==> config.mk <==
export PLATFORM = sky130hd
export DESIGN_NAME = fpadd_arbiter
export DESIGN_NICKNAME = d
export VERILOG_FILES = /design/src/rtl/fpadd_arbiter.sv
export SDC_FILE = /design/constraint.sdc
export NUM_CORES = 1
export LEC_CHECK = 0
export ABC_AREA = 1
export CAP_MARGIN = 30
export CORE_UTILIZATION = 40
export DETAILED_ROUTE_END_ITERATION = 10
export PLACE_DENSITY = 0.6
export SYNTH_ARGS = -nofsm -noshare
export SYNTH_HDL_FRONTEND = slang
export SYNTH_SLANG_ARGS = --single-unit
export TNS_END_PERCENT = 30
==> constraint.sdc <==
create_clock -name clk -period 23.9 [get_ports clk]
set_input_delay 3.585 -clock clk [delete_from_list [all_inputs] [get_ports clk]]
set_output_delay 3.585 -clock clk [all_outputs]
set_load 0.02 [all_outputs]
==> src/rtl/fpadd_arbiter.sv <==
// Round-robin arbiter sharing one registered single-precision adder among NREQ requesters.
// Optional subtract select: define FPADD_ARB_SUB_EN to add req_sub and negate operand B per request.

module fpadd (
  input  logic [31:0] a,
  input  logic [31:0] b,
  output logic [31:0] s
);

  logic        a_nan, b_nan, a_inf, b_inf;
  logic        swap, sx, sy, eff_sub;
  logic [7:0]  ex_raw, ey_raw, ex, ey;
  logic [22:0] fx, fy;
  logic [23:0] mx, my;
  logic [8:0]  diff;
  logic [4:0]  sh, lz, shamt;
  logic [53:0] wide;
  logic [26:0] aligned, m;
  logic [27:0] sum;
  logic [8:0]  e_norm;
  logic [7:0]  e_field;
  logic        round_up;
  logic [30:0] mag;

  function automatic logic [4:0] lzc27(input logic [26:0] v);
    logic found;
    lzc27 = 5'd27;
    found = 1'b0;
    for (int i = 26; i >= 0; i--) begin
      if (!found && v[i]) begin
        lzc27 = 5'(26 - i);
        found = 1'b1;
      end
    end
  endfunction

  always_comb begin
    a_nan = (a[30:23] == 8'hFF) && (a[22:0] != 23'd0);
    b_nan = (b[30:23] == 8'hFF) && (b[22:0] != 23'd0);
    a_inf = (a[30:23] == 8'hFF) && (a[22:0] == 23'd0);
    b_inf = (b[30:23] == 8'hFF) && (b[22:0] == 23'd0);

    // Order operands by magnitude so the subtraction below never goes negative
    swap   = (b[30:0] > a[30:0]);
    sx     = swap ? b[31] : a[31];
    sy     = swap ? a[31] : b[31];
    ex_raw = swap ? b[30:23] : a[30:23];
    ey_raw = swap ? a[30:23] : b[30:23];
    fx     = swap ? b[22:0] : a[22:0];
    fy     = swap ? a[22:0] : b[22:0];
    mx     = {ex_raw != 8'd0, fx};
    my     = {ey_raw != 8'd0, fy};
    ex     = (ex_raw == 8'd0) ? 8'd1 : ex_raw;
    ey     = (ey_raw == 8'd0) ? 8'd1 : ey_raw;

    diff    = {1'b0, ex} - {1'b0, ey};
    sh      = (diff > 9'd27) ? 5'd27 : diff[4:0];
    wide    = {my, 3'b000, 27'd0} >> sh;
    aligned = {wide[53:28], wide[27] | (|wide[26:0])};

    eff_sub = sx ^ sy;
    if (eff_sub)
      sum = {1'b0, mx, 3'b000} - {1'b0, aligned};
    else
      sum = {1'b0, mx, 3'b000} + {1'b0, aligned};

    lz    = lzc27(sum[26:0]);
    shamt = 5'd0;
    if (sum[27]) begin
      m      = {sum[27:2], sum[1] | sum[0]};
      e_norm = {1'b0, ex} + 9'd1;
    end else begin
      // Stop normalising at the minimum exponent; the result then becomes subnormal
      if ({3'b000, lz} < (ex - 8'd1))
        shamt = lz;
      else
        shamt = 5'(ex - 8'd1);
      m      = sum[26:0] << shamt;
      e_norm = {1'b0, ex} - {4'b0000, shamt};
    end

    e_field  = m[26] ? e_norm[7:0] : 8'd0;
    round_up = m[2] & (m[1] | m[0] | m[3]);
    mag      = {e_field, m[25:3]} + {30'd0, round_up};
    if (e_norm >= 9'd255)
      mag = {8'hFF, 23'd0};

    if (a_nan || b_nan || (a_inf && b_inf && (a[31] ^ b[31])))
      s = 32'h7FC0_0000;
    else if (a_inf)
      s = a;
    else if (b_inf)
      s = b;
    else if (sum == 28'd0)
      s = {sx & sy, 31'd0};
    else
      s = {sx, mag};
  end

endmodule

module fpadd_arbiter #(
  parameter int NREQ = 4,
  parameter int IDW  = 2
) (
  input  logic                 clk,
  input  logic                 reset,
  input  logic [NREQ-1:0]      req_valid,
  input  logic [NREQ*32-1:0]   req_a,
  input  logic [NREQ*32-1:0]   req_b,
`ifdef FPADD_ARB_SUB_EN
  input  logic [NREQ-1:0]      req_sub,
`endif
  output logic [NREQ-1:0]      req_ready,
  output logic                 rsp_valid,
  output logic [31:0]          rsp_s,
  output logic [IDW-1:0]       rsp_id,
  input  logic                 rsp_ready
);

  logic           v1, v2;
  logic [31:0]    a1, b1, s2, b_in, sum;
  logic [IDW-1:0] id1, id2, ptr, win;
  logic           any_valid, stall, load1, xfer;
  int             j;

  always_comb begin
    win       = '0;
    any_valid = 1'b0;
    j         = 0;
    for (int k = 0; k < NREQ; k++) begin
      j = int'(ptr) + k;
      if (j >= NREQ)
        j = j - NREQ;
      if (!any_valid && req_valid[j]) begin
        any_valid = 1'b1;
        win       = j[IDW-1:0];
      end
    end
  end

  assign stall = v2 & ~rsp_ready;
  assign load1 = ~stall | ~v1;
  assign xfer  = any_valid & load1;

  always_comb begin
    req_ready = '0;
    if (xfer)
      req_ready[win] = 1'b1;
  end

`ifdef FPADD_ARB_SUB_EN
  logic sub1;

  always_ff @(posedge clk or negedge reset) begin
    if (!reset)
      sub1 <= 1'b0;
    else if (load1 && xfer)
      sub1 <= req_sub[win];
  end

  assign b_in = {b1[31] ^ sub1, b1[30:0]};
`else
  assign b_in = b1;
`endif

  fpadd u_fpadd (
    .a (a1),
    .b (b_in),
    .s (sum)
  );

  always_ff @(posedge clk or negedge reset) begin
    if (!reset) begin
      v1  <= 1'b0;
      a1  <= '0;
      b1  <= '0;
      id1 <= '0;
      v2  <= 1'b0;
      s2  <= '0;
      id2 <= '0;
      ptr <= '0;
    end else begin
      if (load1) begin
        v1 <= xfer;
        if (xfer) begin
          a1  <= req_a[int'(win)*32 +: 32];
          b1  <= req_b[int'(win)*32 +: 32];
          id1 <= win;
        end
      end
      if (!stall) begin
        v2  <= v1;
        s2  <= sum;
        id2 <= id1;
      end
      if (xfer)
        ptr <= (int'(win) == NREQ - 1) ? '0 : win + 1'b1;
    end
  end

  assign rsp_valid = v2;
  assign rsp_s     = s2;
  assign rsp_id    = id2;

endmodule

---- Word level (Yosys, flattened, before mapping) ----
Cells that the tools add are included.
word-level totals
  register bits ........................... 104
operators by class
  bitwise logic cells ..................... 14
  muxes and demuxes ....................... 101
  reduce and logical (&&, ||, !) cells .... 78
  shift-type cells ........................ 4
  magnitude comparators ................... 14
  add/sub/neg operators ................... 15
  equality and inequality tests ........... 3
operators with widths
  kind                   number
  $mux W32               8
  $shiftx A128 B8 Y32    2
  $mux W5                30
  $lt A32 B4 Y1 const B  4
  $shr A54 B5 Y54        1
  $logic_not A23 Y1      2
  $mux W23               2
  $reduce_bool A23 Y1    2
  $mux W1                41
  $mux W8                5
  $logic_and A1 B1 Y1    36
  $add A31 B1 Y31        1
  $gt A31 B31 Y1         1
  $mux W31               1
  $logic_not A1 Y1       29
  $add A27 B27 Y28       1
  $logic_not A28 Y1      1
  $mux W28               1
  $sub A27 B27 Y28       1
  $mux W27               1
  $reduce_or A27 Y1      1
  $shl A27 B5 Y27        1
  $eq A8 B8 Y1 const B   2
  $logic_not A8 Y1       2
  29 further kinds       53

---- Depth between registers and ports, before layout ----
  depth after elaboration ................. 105
  depth in mapped cells ................... 118
  mapped depth without buffers ............ 115

---- Cells and area by module ----
Synthesis repeated with hierarchy kept, for this count alone.
second synthesis, totals
  cells, all modules ...................... 3401
  area total of the unflattened synthesis .. 19364.8 µm²
modules (own cells, without submodules)
  module         area an instance (µm²)  cells an instance  times used
  fpadd          12331.8                 2301               1
  fpadd_arbiter  7033.0                  1100               1

---- Worst setup path before layout ----
Ideal clock, no wire load.
  kind .................................... register to register
  start ................................... register a1[14]
  end ..................................... register s2[12], in the netlist rsp_s[12]
  slack ................................... 10.135 ns
  arrival ................................. 13.669 ns
  required time ........................... 23.804 ns
  buffers on the path ..................... 7
  setup time .............................. 0.096 ns
  cell stages (with the launch flop) ...... 104
  path through ............................ dfrtp_1 > inv_1 > ha_1 > nand2_1 > nor2_1 > inv_2 > nor2_1 > nand2_1 > nand2_1 > nand2_1 > nand2_2 > nand2_2 > buf_6 > clkbuf_1 > o21ai_0 > inv_1 > nor3_1 > nand4_1 > [68 not listed] > ha_1 > nand2_1 > nor2_1 > a211oi_1 > inv_1 > a21oi_1 > o21bai_1 > a21oi_1 > nor2_1 > nor2_1 > xor2_1 > nor4_1 > a21oi_1 > nand2_1 > nor2_1 > clkbuf_1 > o211ai_1 > o31ai_1
on the way
  longest elaborated chain between the ends .. 105
ends and longest elaborated chain
  what                                        line    text
  from (decl)                                 122     logic [31:0] a1, b1, s2, b_in, sum;
  from (signal assigned)                      187     a1 <= req_a[int'(win)*32 +: 32];
  $gt A31 B31 Y1                              44      swap = (b[30:0] > a[30:0]);
  $mux W8, on equally long branches           47, 48
  $logic_not A8 Y1, on equally long branches  53, 54
  $mux W8, on equally long branches           53, 54
  $sub A8 B8 Y9                               56      diff = {1'b0, ex} - {1'b0, ey};
  $gt A9 B5 Y1                                57      sh = (diff > 9'd27) ? 5'd27 : diff[4:0];
  $mux W5                                     57
  $shr A54 B5 Y54                             58      wide = {my, 3'b000, 27'd0} >> sh;
  [88 not listed]                             --
  $or A1 B1 Y1 (2 in a row)                   83      round_up = m[2] & (m[1] | m[0] | m[3]);
  $and A1 B1 Y1                               83
  $add A31 B1 Y31                             84      mag = {e_field, m[25:3]} + {30'd0, round_up};
  $mux W31                                    85      if (e_norm >= 9'd255)
  $mux W32                                    94      else if (sum == 28'd0)
  $mux W32                                    92      else if (b_inf)
  $mux W32                                    90      else if (a_inf)
  $mux W32 (*)                                88      if (a_nan || b_nan || (a_inf && b_inf && (a[31] ^ b[31])))
  to (signal assigned)                        194     s2 <= sum;
  to (decl)                                   122
Mark *: on every way between the ends. The rest lies on a longest branch, timed or not. The select of a mux whose other input is x is not followed.
A chain may end at the register's enable or synchronous reset.

---- Final worst setup path ----
  start ................................... register a1[22]
  end ..................................... register s2[2], in the netlist rsp_s[2]
Same word-level chain as after synthesis.

==> impl_results.md <==
- Outcome: completed
- Highest routed metal layer: met4
- Layout cells sized above 1: under 10%
- Clk root buf: sky130_fd_sc_hd__clkbuf_16
- Number of flops mapped to enable cells by yosys: 0
- Remaining number of nets flagged by the antenna check after routing: 0
- Most common library cell in the layout ignoring fill and taps: sky130_fd_sc_hd__nand2_1
- Final Max Tran Viols: 0
- FF-to-FF path depth: about 100
- Startpoint of the most critical hold path: v1
- Cell with the largest stage delay on the worst path: sky130_fd_sc_hd__buf_4
- Via total after detailed routing: between 20,000 and 25,000
- Number of levels in the clock H-tree: 3
- Async set or reset register ratio after synthesis: 100%
- Actual transition at the worst max-transition pin: 1.01 ns
- Total area of multi-input combinational cells: 12,500 sq um
- Number of antenna violations at the first check in global routing: 2
- Post-place instance area: slightly above 20,000 sq um
- Top-level port count: 302
- Synth Warn #: 0
- Via count of the first global-routing pass: roughly 20,000
- Worst Path Required: between 20 and 25 ns
- Count of clock tree sinks: ~100
- Total number of placement rows: 75
- Detail-routed via count per cell: 5.67
- Fin area: between 20,000 and 25,000 sq um
- CTS tree: yes
- Normalized max-slew margin: between 30% and 40%
- Library cell appearing most often on the critical path: sky130_fd_sc_hd__nand2_1
- Final-layout fill cell count: between 4,000 and 5,000
- Quantity of hold-fixing buffers added after cts: 0
- Number of synthesized register bits: ~100
- Maximum fanout along the worst path: between 80 and 90
- Area growth from synthesis to layout: 20.3%
- Launching point of the worst reg2reg path: a1[22]
- Sequential cell area: 2600 sq um
- Largest net degree at the start of global routing: between 80 and 90
- DIE AREA: between 40,000 and 50,000 sq um
- Distinct cells, synth: 71
- Cell Area, Synth: around 17,000 sq um
- Number of setup violations in the final report: 0
- Gr usage total: between 30 and 40%
- Maximum frequency from static timing analysis: ~55 MHz
- Critical path capture point type: flop
- Setup crit start: a1[22]
- Cells taking the most area after synthesis: sky130_fd_sc_hd__nand2_1, sky130_fd_sc_hd__dfrtp_1, sky130_fd_sc_hd__nand3_1
- Cells after Synth: approximately 3,000
- Critical path startpoint category: flop
- Final nets: 3,563
- Routed WL: between 70 and 80 mm
- Post-CTS clock slew at the launch and capture registers of the worst setup and hold paths: 0.07 ns
- Total clock buffers created by CTS: 9
- Detailed-routing wirelength on met1: 33.3 mm
- Half-perimeter wire length after placement: roughly 60 mm
- # Post-CTS Setup Buffers: 0
- Initial DRC count: between 2,000 and 2,500
- Buffer levels on the longest clock path: 2
- Minimum clock period: 18.12 ns
- WL/cell: around 20 um
- Max-cap violations: 0
- CP Class: reg2reg
- Routed met2 length: approximately 34 mm
- Buffers on Ports: roughly 300
- Arrival time at the worst endpoint: around 18 ns
- Unrepaired setup endpoints after global routing: no
- Effective utilization at floorplan: between 40% and 50%
- Largest area contributor in the synthesized netlist: sky130_fd_sc_hd__nand2_1
- Register area share after synthesis: between 15 and 20%
- Number of gates resized after CTS: 0
- Net count after synthesis: between 3,000 and 4,000
- Delay of the slowest cell on the worst path: between 0.6 and 0.7 ns
- Amount of wire on met3 after detailed routing: 5.29 mm
- Mean cell area of the mapped netlist: approximately 5.7 sq um
- Period Utilization, post-route: about three quarters
- Hold violation total from the final report: 0
- Final clock skew: 0.00982 ns
- Portion of synthesized cell area occupied by the leading cell type: between 20 and 25%
- Sum of negative setup slack: 0 ns
- Worst hold-check path type: reg2reg
- Routability Congestion: between 0.9 and 1
- Number of cells on the worst hold path: 1
- DR pass1 iterations: 8
- Clock insertion delay at the later pin of the skew report: a little under 0.4 ns
- Top flip-flop cell by instance count after synthesis: sky130_fd_sc_hd__dfrtp_1
- Die extent in y: between 200 and 250 um
- Overflow left after global routing: 0
- Final routed DRC violation total: 0
- Leading cell types in the layout, fill and taps excluded: sky130_fd_sc_hd__nand2_1, sky130_fd_sc_hd__nand3_1, sky130_fd_sc_hd__inv_1
- Horizontal extent of the die: between 200 and 250 um
- Wire length of the first global-routing pass: 117 mm
- Core Area: about 42,000 sq um
## cell usage after synthesis (4+ instances only)
cell type,n
sky130_fd_sc_hd__xor2_1,30
sky130_fd_sc_hd__ha_1,110
sky130_fd_sc_hd__dfrtp_1,104
sky130_fd_sc_hd__mux2i_1,4
sky130_fd_sc_hd__a31oi_1,52
sky130_fd_sc_hd__o21a_1,5
sky130_fd_sc_hd__buf_6,15
sky130_fd_sc_hd__nand3b_1,4
sky130_fd_sc_hd__o31ai_1,10
sky130_fd_sc_hd__nand2_4,4
sky130_fd_sc_hd__a21o_1,4
sky130_fd_sc_hd__o22ai_1,5
sky130_fd_sc_hd__nand3_2,17
sky130_fd_sc_hd__o21ai_1,11
sky130_fd_sc_hd__nand2_1,928
sky130_fd_sc_hd__or2_2,12
sky130_fd_sc_hd__o21ai_0,140
sky130_fd_sc_hd__a21oi_1,132
sky130_fd_sc_hd__clkbuf_1,72
sky130_fd_sc_hd__inv_2,14
sky130_fd_sc_hd__inv_1,326
sky130_fd_sc_hd__nor2_2,12
sky130_fd_sc_hd__buf_4,14
sky130_fd_sc_hd__nand4_1,58
sky130_fd_sc_hd__buf_1,16
sky130_fd_sc_hd__nand3_1,459
sky130_fd_sc_hd__nor3_1,13
sky130_fd_sc_hd__a221o_1,20
sky130_fd_sc_hd__o21ai_2,4
sky130_fd_sc_hd__nand2_2,16
sky130_fd_sc_hd__o221ai_1,5
sky130_fd_sc_hd__nor4_1,14
sky130_fd_sc_hd__nor2_1,245
sky130_fd_sc_hd__buf_2,19
sky130_fd_sc_hd__o211ai_1,7
sky130_fd_sc_hd__nor2_4,9
sky130_fd_sc_hd__a22o_1,20
## flip-flops by register name, summed over array words and instances (netlist names)
register and flops:
id1 2, b1 32, rsp_valid 1, a1 32, rsp_id 2, ptr 2
rsp_s 32, v1 1
## cell families after synthesis
group	share of synthesized area (%)
multiplexers	0.234
flip-flops	15.2
adder cells (fa/ha/maj)	8.39
AO/OA/AOI/OAI	15.7
XOR/XNOR	1.92
AND/OR/NAND/NOR	46.7
buffers and inverters	11.8
## critical path: cells and delay by family (launching register included)
family                     cells  cell delay, ns
adders and majority gates      7            2.19
xor gates and xnor gates       1            0.11
buffers and inverters         17            3.56
AOI/OAI and AO/OA             21            4.35
and+or+nand+nor               55            7.36
DFF                            1            0.39
## metal layers
| metal | global-route usage [%] | up-vias |
|---|---|---|
| met3 | 5.55 | 116 |
| met4 | 11.1 | 0 |
| met1 | 45.8 | 9842 |
| met5 | 0 | - |
| met2 | 55.9 | 882 |
| li1 | - | 10300 |
## layout make-up
| cell class | count | area share [%] |
|---|---|---|
| antenna | 1 | 0.0122 |
| clock buffer | 11 | 1.13 |
| clock inverter | 5 | 0.273 |
| inverter | 343 | 6.27 |
| multi-input combinational | 2403 | 60.8 |
| sequential | 104 | 12.6 |
| tap | 539 | 3.27 |
| timing repair buffer | 326 | 15.7 |
## final timing paths
path | to | slack, ns
setup / recovery | rsp_s[2] | 5.78
hold / removal | rsp_valid | 0.48
setup reg to reg | rsp_s[2] | 5.78
hold reg to reg | rsp_valid | 0.48
max in group asynchronous | a1[7] | 19.83
min in group asynchronous | rsp_s[2] | 3.15
## stage by stage
stage / worst slack [ns] / std cells / hold slack, ns / util, %
after floorplan: 10.13 / 2990 / 0.440 / -
after global placement: 6.35 / 3712 / 0.466 / 48.2
after detailed placement: 6.14 / 3714 / 0.464 / 48.2
after CTS: 6.10 / 3730 / 0.482 / 48.9
after global routing: 3.74 / 3732 / 0.509 / 49.0
final: 5.78 / 3732 / 0.484 / 49.0
Power is left out: the tool's default activity adds up to more than one toggle a clock period on the data nets, which glitch-free logic cannot reach.
